<file path="src/rtl/fibo_pkg.sv">
// Shared types and default sizes for the Fibonacci/Lucas sequence engine.
package fibo_pkg;

  localparam int DEF_DATA_W = 32;
  localparam int DEF_IDX_W  = 6;

  typedef enum logic {
    IDLE = 1'b0,
    CALC = 1'b1
  } fibo_state_t;

endpackage

</file>
<file path="src/rtl/fibo_add_step.sv">
// One recurrence step of the sequence engine: shifts the term window and
// forms the next term together with its carry-out. Purely combinational.
module fibo_add_step
  import fibo_pkg::*;
#(
  parameter int DATA_W = DEF_DATA_W,
  parameter int IDX_W  = DEF_IDX_W
) (
  input  logic [DATA_W-1:0] a,
  input  logic [DATA_W-1:0] b,
  input  logic [IDX_W-1:0]  cnt,
  output logic [DATA_W-1:0] next_a,
  output logic [DATA_W-1:0] next_b,
  output logic              carry,
  output logic              last
);

  // Unsigned add with one extra bit to expose the carry lost on truncation.
  always_comb begin
    next_a          = b;
    {carry, next_b} = {1'b0, a} + {1'b0, b};
    last            = (cnt == '0);
  end

endmodule

</file>
<file path="src/rtl/fibo_seq_engine.sv">
// Multi-cycle sequence engine: computes X(n) of X(k)=X(k-1)+X(k-2) from
// caller-supplied seeds, with start/busy/done handshake, abort and sticky
// overflow detection.
// Optional build macro: FIBO_SATURATE_EN -- when defined, a result whose
// computation overflowed is replaced by the all-ones value.
module fibo_seq_engine
  import fibo_pkg::*;
#(
  parameter int DATA_W = DEF_DATA_W,
  parameter int IDX_W  = DEF_IDX_W
) (
  input  logic              clk,
  input  logic              reset_n,
  input  logic              start,
  input  logic              abort,
  input  logic [IDX_W-1:0]  n_in,
  input  logic [DATA_W-1:0] seed0,
  input  logic [DATA_W-1:0] seed1,
  output logic              busy,
  output logic              done,
  output logic [DATA_W-1:0] result,
  output logic              overflow
);

  fibo_state_t       state;
  logic [DATA_W-1:0] a;
  logic [DATA_W-1:0] b;
  logic [IDX_W-1:0]  cnt;
  logic              ovf;

  logic [DATA_W-1:0] next_a;
  logic [DATA_W-1:0] next_b;
  logic              carry;
  logic              last;

`ifdef FIBO_SATURATE_EN
  function automatic logic [DATA_W-1:0] sat_result(input logic [DATA_W-1:0] val,
                                                    input logic              ovf_flag);
    return ovf_flag ? {DATA_W{1'b1}} : val;
  endfunction
`endif

  fibo_add_step #(
    .DATA_W (DATA_W),
    .IDX_W  (IDX_W)
  ) u_step (
    .a      (a),
    .b      (b),
    .cnt    (cnt),
    .next_a (next_a),
    .next_b (next_b),
    .carry  (carry),
    .last   (last)
  );

  // Control FSM, term window and registered outputs. The cnt==1 step only
  // produces X(n+1), so its carry must not mark the result as overflowed.
  always_ff @(posedge clk or negedge reset_n) begin
    if (!reset_n) begin
      state    <= IDLE;
      busy     <= 1'b0;
      done     <= 1'b0;
      result   <= '0;
      overflow <= 1'b0;
      a        <= '0;
      b        <= '0;
      cnt      <= '0;
      ovf      <= 1'b0;
    end else begin
      done <= 1'b0;
      case (state)
        IDLE: begin
          if (start && !abort) begin
            a     <= seed0;
            b     <= seed1;
            cnt   <= n_in;
            ovf   <= 1'b0;
            busy  <= 1'b1;
            state <= CALC;
          end
        end
        CALC: begin
          if (abort) begin
            busy  <= 1'b0;
            state <= IDLE;
          end else if (last) begin
`ifdef FIBO_SATURATE_EN
            result <= sat_result(a, ovf);
`else
            result <= a;
`endif
            overflow <= ovf;
            done     <= 1'b1;
            busy     <= 1'b0;
            state    <= IDLE;
          end else begin
            a   <= next_a;
            b   <= next_b;
            cnt <= cnt - 1'b1;
            if (carry && (cnt > IDX_W'(1))) begin
              ovf <= 1'b1;
            end
          end
        end
        default: begin
          busy  <= 1'b0;
          state <= IDLE;
        end
      endcase
    end
  end

endmodule

</file>
<file path="config.mk">
export PLATFORM = sky130hd
export DESIGN_NAME = fibo_seq_engine
export DESIGN_NICKNAME = d
export VERILOG_FILES = /design/src/rtl/fibo_pkg.sv /design/src/rtl/fibo_add_step.sv /design/src/rtl/fibo_seq_engine.sv
export SDC_FILE = /design/constraint.sdc
export NUM_CORES = 1
export LEC_CHECK = 0
export ABC_AREA = 0
export CORE_MARGIN = 8
export CORE_UTILIZATION = 38
export DETAILED_ROUTE_END_ITERATION = 8
export HOLD_SLACK_MARGIN = 0.08
export PLACE_DENSITY = 0.67
export SYNTH_ARGS = -nofsm -noshare
export SYNTH_HDL_FRONTEND = slang
export SYNTH_HIERARCHICAL = 1
export SYNTH_SLANG_ARGS = --single-unit
</file>
<file path="constraint.sdc">
create_clock -name clk -period 6.7 [get_ports clk]
set_clock_uncertainty 0.2 [all_clocks]
set_input_delay 1.675 -clock clk [delete_from_list [all_inputs] [get_ports clk]]
set_output_delay 1.675 -clock clk [all_outputs]
set_load 0.05 [all_outputs]
</file>
==> reports/results.ini, run 1 <==
[grt]
grt_max_degree = 89
track_usage = 0.145
grt_pass1_wl_um = 26400
grt-ovfl-total = 0
first_global_vias = 5382
antenna_found_initial = 0

[clock_network]
cts_resized = 0
path_clk_slew_ns = 0.07
cts_inserted_buffers = 9
htree_num_levels = 3
clk_latency_ns = 0.36
cts_hold_buf = 0
cts_sinks = 107
clockBufferDepth = 2
cts_tree = built
root_buffer = clkbuf_16
post-cts-setup-buffers = 0

[synth]
synth-seq-cells = 107
synthTopCellsByArea = dfrtp_1 (39%), mux2i_1 (9.8%), a21oi_1 (7.6%)
synth_commonest_cells = dfrtp_1 (107), a21oi_1 (105), nor2_1 (89)
synth_top_area_share = 0.386
ys.flop_type = dfrtp_1
ys_types = 64
syn-cell-area_um2 = 6930
postSynthCellCount = 725
synth_edf_count = 0
synth_most_common_cell = dfrtp_1
async_flop_share = 1.00
synth_nets = 834
synth_largest_area_cell = dfrtp_1
synth_warnings = 6
avgSynthCellArea_um2 = 9.56
seq_area_frac_synth = 0.386

[job]
cap_violations = 0

[sta]
setup-violations-final = 0
hold_viol = 0
timing.fmax_mhz = 251
fin_crit_ns = 3.99
rsz0062_at_grt = no
post-route-period-util = 0.595
tns_ns = 0
slew_viol_final = 0
fin_ws_ns = 2.71
worst_pin_slew_ns = 1.10
slew_headroom = 0.259

[power_and_ir_drop]
leakage_nw = 3.43
peakVddDrop_v = 0.000197
p_per_area_nw_per_um2 = 447

[die]
rows = 49
ioPinCount = 109
die_area_um2 = 22800
core_area_um2 = 18000
dieHeight_um = 151
initial_core_util = 0.386
die_x_um = 151

[run_status]
status = finished clean

[finish]
n_fill_cell = 1730
nets = 887
drive_gt1_frac = 0.0894
area_growth_pct = 18.1
num_antenna_cells = 0

[critical_path]
crit_path_max_fanout = 88
crit_type = in2reg
end_kind = register
cp.arrival_ns = 4.06
cp.required_ns = 6.78
start_kind = input pin

[routing]
wl_per_cell_um = 16.2
ant_nets = 0
dr.pass1.iters = 4
drc = 0
routed-via-count = 5302
first_iter_violations = 345
wl_um = 16400
via_per_inst = 5.24

[placement]
pre_cts_ws_ns = 2.41
dp_hpwl_um = 12100
port_buffers = 108
place_congestion = 0.853

[min_path]
holdCritPathClass = reg2reg

cells in the final DEF, fill, tap and decap left out, types with 6 or more instances in the layout:
cell type	synthesis	final
xnor2_1	16	16
a21o_1	13	13
nor3_1	10	10
nor2_1	89	89
mux2_2	31	31
o211ai_1	6	6
a21oi_1	105	105
nand2_1	28	28
ha_1	34	34
a211oi_1	9	8
dfrtp_1	107	106
clkbuf_16	0	9
xor2_1	11	11
inv_1	16	16
o21ai_0	17	17
clkdlybuf4s50_1	0	107
nand3_1	16	16
mux2i_1	68	68
critical path, stage by stage:
cell             delay [ns]
clkdlybuf4s50_1        0.55
nor2_1                 0.09
a211oi_4               0.23
buf_4                  0.43
buf_4                  0.72
nor2_1                 0.11
a21oi_1                0.17
layer usage:
metal  up-vias  wire [um]  GRT usage
met5         -          0          0
met4         0        306     0.0589
met3        22        933     0.0344
met2       106       7380      0.224
met1      2497       7760      0.193
li1       2677          -          -
flip-flops by register name (all words and copies together) (netlist names):
| signal | cells |
|---|---|
| ovf | 1 |
| cnt | 6 |
| result | 32 |
| busy | 1 |
| overflow | 1 |
| a | 32 |
| b | 32 |
| done | 1 |
| state | 1 |
final timing paths:
path,start,to,slack [ns],cells after the start
worst max-delay path,start,b[31],2.71,7
min in group asynchronous,reset_n,result[9],1.18,1
max in group asynchronous,reset_n,a[25],4.05,2
worst min-delay path,result[13],result[13],0.30,1
worst min register to register,result[13],result[13],0.30,1
worst max register to register,cnt[3],result[12],2.87,4
stage by stage:
step	cell area, um^2	cells	hold slack, ns	total power (W)	util
2_1_floorplan	6930	725	0.281	0.00272	-
3_3_place_gp	7890	996	0.273	0.00309	0.439
3_5_place_dp	7890	996	0.285	0.00313	0.439
4_1_cts	8190	1012	0.301	0.00368	0.456
5_1_grt	8190	1012	0.320	0.00396	0.456
6_report	8190	1012	0.297	0.00366	0.456
kinds of logic after synthesis:
logic type | after synthesis | synth area share
adder cells (fa/ha/maj) | 35 | 0.0642
AND/OR/NAND/NOR | 177 | 0.119
flip-flops | 107 | 0.386
buffers and inverters | 86 | 0.0740
multiplexers | 103 | 0.155
XOR/XNOR | 27 | 0.0341
AO/OA/AOI/OAI | 190 | 0.168
layout make-up:
cell class | instances | area (um^2) | share of cell area
Clock buffer | 9 | 225 | 0.0275
Clock inverter | 7 | 68.8 | 0.00841
Inverter | 16 | 60.1 | 0.00734
Multi-Input combinational cell | 532 | 3750 | 0.459
Sequential cell | 107 | 2680 | 0.328
Tap cell | 229 | 287 | 0.0350
Timing Repair Buffer | 112 | 1110 | 0.135
power by group:
part	internal (W)	leakage [nW]	total, W	switching [W]
Combinational	0.000894	2.03	0.00211	0.00122
Sequential	0.000844	1.26	0.00101	0.000167
Clock	0.000288	0.141	0.000534	0.000245
Total	0.00203	3.43	0.00366	0.00163
No activity file was read; power rests on OpenSTA's default activity.
==> run 2: changes to the inputs <==
PLACE_DENSITY = 0.69   (was 0.67)
clock period = 3.6 ns   (was 6.7 ns; I/O delays follow)
==> run 2 against run 1 <==
Net effect: non-clock buffer count is 4 higher; total power is 87% higher; final cell count is 0.40% higher; via count is 0.83% higher.
==> reports/results.ini, run 2 (synthesized netlist as in run 1, its figures left out) <==
[sta]
rsz0062_at_grt = no
fin_ws_ns = 0.553  ; -2.16 ns
worst_pin_slew_ns = 0.740  ; -0.363 ns
slew_viol_final = 0  ; unchanged
hold_viol = 0  ; unchanged
timing.fmax_mhz = 328
tns_ns = 0  ; unchanged
setup-violations-final = 0  ; unchanged
post-route-period-util = 0.846
fin_crit_ns = 3.05
slew_headroom = 0.506  ; +0.248

[critical_path]
crit_path_start = a[0]
end_kind = register
cp.required_ns = 3.65  ; -3.13 ns
slowest_delay_ns = 0.44  ; -0.28 ns
crit_type = reg2reg
r2r_slack_ns = 0.55  ; -2.32 ns
crit_chain = ha_1 -> fa_1 -> a211oi_1 -> o211ai_1 -> a21oi_1 -> nor3_1 -> or2_2 -> o211a_1 -> mux2i_1 -> a21oi_1
reg2reg_from = a[0]
start_kind = register
crit_path_max_fanout = 3  ; -97%
crit_end = b[28]
path_common_cell = a21oi_1
cp.arrival_ns = 3.09  ; -0.97 ns
critPathSlowestCell = fa_1
rr_worst_depth = 10  ; +6
timing.rr.end = b[28]

[die]
die_x_um = 151  ; unchanged
ioPinCount = 109  ; unchanged
initial_core_util = 0.386  ; unchanged
die_area_um2 = 22800  ; unchanged
core_area_um2 = 18000  ; unchanged
rows = 49  ; unchanged
dieHeight_um = 151  ; unchanged

[grt]
grt_max_degree = 59  ; -34%
first_global_vias = 5338  ; -0.82%
track_usage = 0.150  ; +0.00438
grt_pass1_wl_um = 27300  ; +3.2%
antenna_found_initial = 0  ; unchanged
grt-ovfl-total = 0  ; unchanged

[min_path]
holdCritPathClass = reg2reg

[clock_network]
cts_hold_buf = 0  ; unchanged
cts_tree = built
cts_sinks = 107  ; unchanged
path_clk_slew_ns = 0.07  ; about the same
post-cts-setup-buffers = 0  ; unchanged
clockBufferDepth = 2  ; unchanged
cts_resized = 0  ; unchanged
root_buffer = clkbuf_16
htree_num_levels = 3  ; unchanged
clk_latency_ns = 0.36  ; about the same
cts_inserted_buffers = 9  ; unchanged

[power_and_ir_drop]
sw_frac_of_total = 0.446  ; about the same
p_switching_w = 0.00305  ; +87%
clkPwrFrac = 0.147  ; about the same
p_per_area_nw_per_um2 = 828  ; +85%
p_seq_frac = 0.276  ; about the same
peakVddDrop_v = 0.000380  ; +93%
p_comb_frac = 0.578  ; about the same
leakage_nw = 3.46  ; +0.77%
power.internal_w = 0.00379  ; +87%

[finish]
fin_util = 0.460  ; +0.00446
drive_gt1_frac = 0.0915  ; +0.00209
multiInputGateArea_um2 = 3750  ; unchanged
final_cell_mix = clkdlybuf4s50_1 (107), dfrtp_1 (106), a21oi_1 (105)
nets = 891  ; +0.45%
layout_commonest_cell = clkdlybuf4s50_1
area_growth_pct = 19.2
n_fill_cell = 1716  ; -0.81%
final_area_um2 = 8270  ; +0.98%
reg_top3 = a (32), b (32), result (32)
regArea_um2 = 2680  ; unchanged
fin_cells = 1016  ; +0.40%
num_antenna_cells = 0  ; unchanged

[placement]
pre_cts_ws_ns = 0.596  ; -1.81 ns
place_congestion = 0.896  ; +5.0%
place_inst = 1000  ; +0.40%
dp_hpwl_um = 12500  ; +3.5%
post_dp_cell_area_um2 = 7970  ; +1.0%
port_buffers = 108  ; unchanged

[routing]
wl_per_cell_um = 16.5  ; +1.8%
ant_nets = 0  ; unchanged
via_per_inst = 5.26  ; +0.43%
routed-via-count = 5346  ; +0.83%
drc = 0  ; unchanged
first_iter_violations = 289  ; -16%
wl_um = 16700  ; +2.2%
dr.pass1.iters = 4  ; unchanged

[run_status]
status = finished clean

[job]
cap_violations = 0  ; unchanged

## run 2: area by class of cell
class	count	share of cell area
inverters	16	0.00727
repair buffers	116	0.144
clock inverters	5	0.00742
well taps	229	0.0347
flip-flops and latches	107	0.324
multi-input cells	532	0.454
clock buffers	11	0.0282
## run 2: worst min-delay path by stage
stage,startpoint,end,slack [ns],cells after the start
6_report,result[15],result[15],0.29,1
5_1_grt,result[15],result[15],0.32,1
4_1_cts,result[12],result[12],0.30,1
3_5_place_dp,result[12],result[12],0.28,1
3_3_place_gp,result[12],result[12],0.28,1
2_1_floorplan,ovf,ovf,0.28,2
## run 2: stage by stage
stage	hold slack (ns)	power [W]
after floorplan	0.281	0.00506
after global placement	0.275	0.00578
after detailed placement	0.280	0.00584
after CTS	0.297	0.00687
after global routing	0.324	0.00740
final	0.290	0.00684
## run 2: routing by layer
| metal | vias up | routed length, um | global-route usage |
|---|---|---|---|
| met3 | 15 | 813 | 0.0362 |
| met2 | 89 | 7680 | 0.238 |
| li1 | 2690 | - | - |
| met4 | 0 | 261 | 0.0505 |
| met5 | - | 0 | 0 |
| met1 | 2552 | 7980 | 0.196 |
## run 2: worst max-delay path: cells and delay by family, from the launching register on
| kind | cells | cell delay, ns |
|---|---|---|
| AND/OR/NAND/NOR | 2 | 0.44 |
| multiplexers | 1 | 0.13 |
| adder cells (fa/ha/maj) | 2 | 0.67 |
| flip-flops | 1 | 0.40 |
| AO/OA/AOI/OAI | 5 | 1.09 |
## run 2: power groups by stage
stage	registers, W	logic [W]	clock network, W
2_1_floorplan	0.00218	0.00288	0
3_3_place_gp	0.00190	0.00388	0
3_5_place_dp	0.00191	0.00392	0
4_1_cts	0.00189	0.00395	0.00103
5_1_grt	0.00195	0.00438	0.00107
6_report	0.00189	0.00395	0.00100
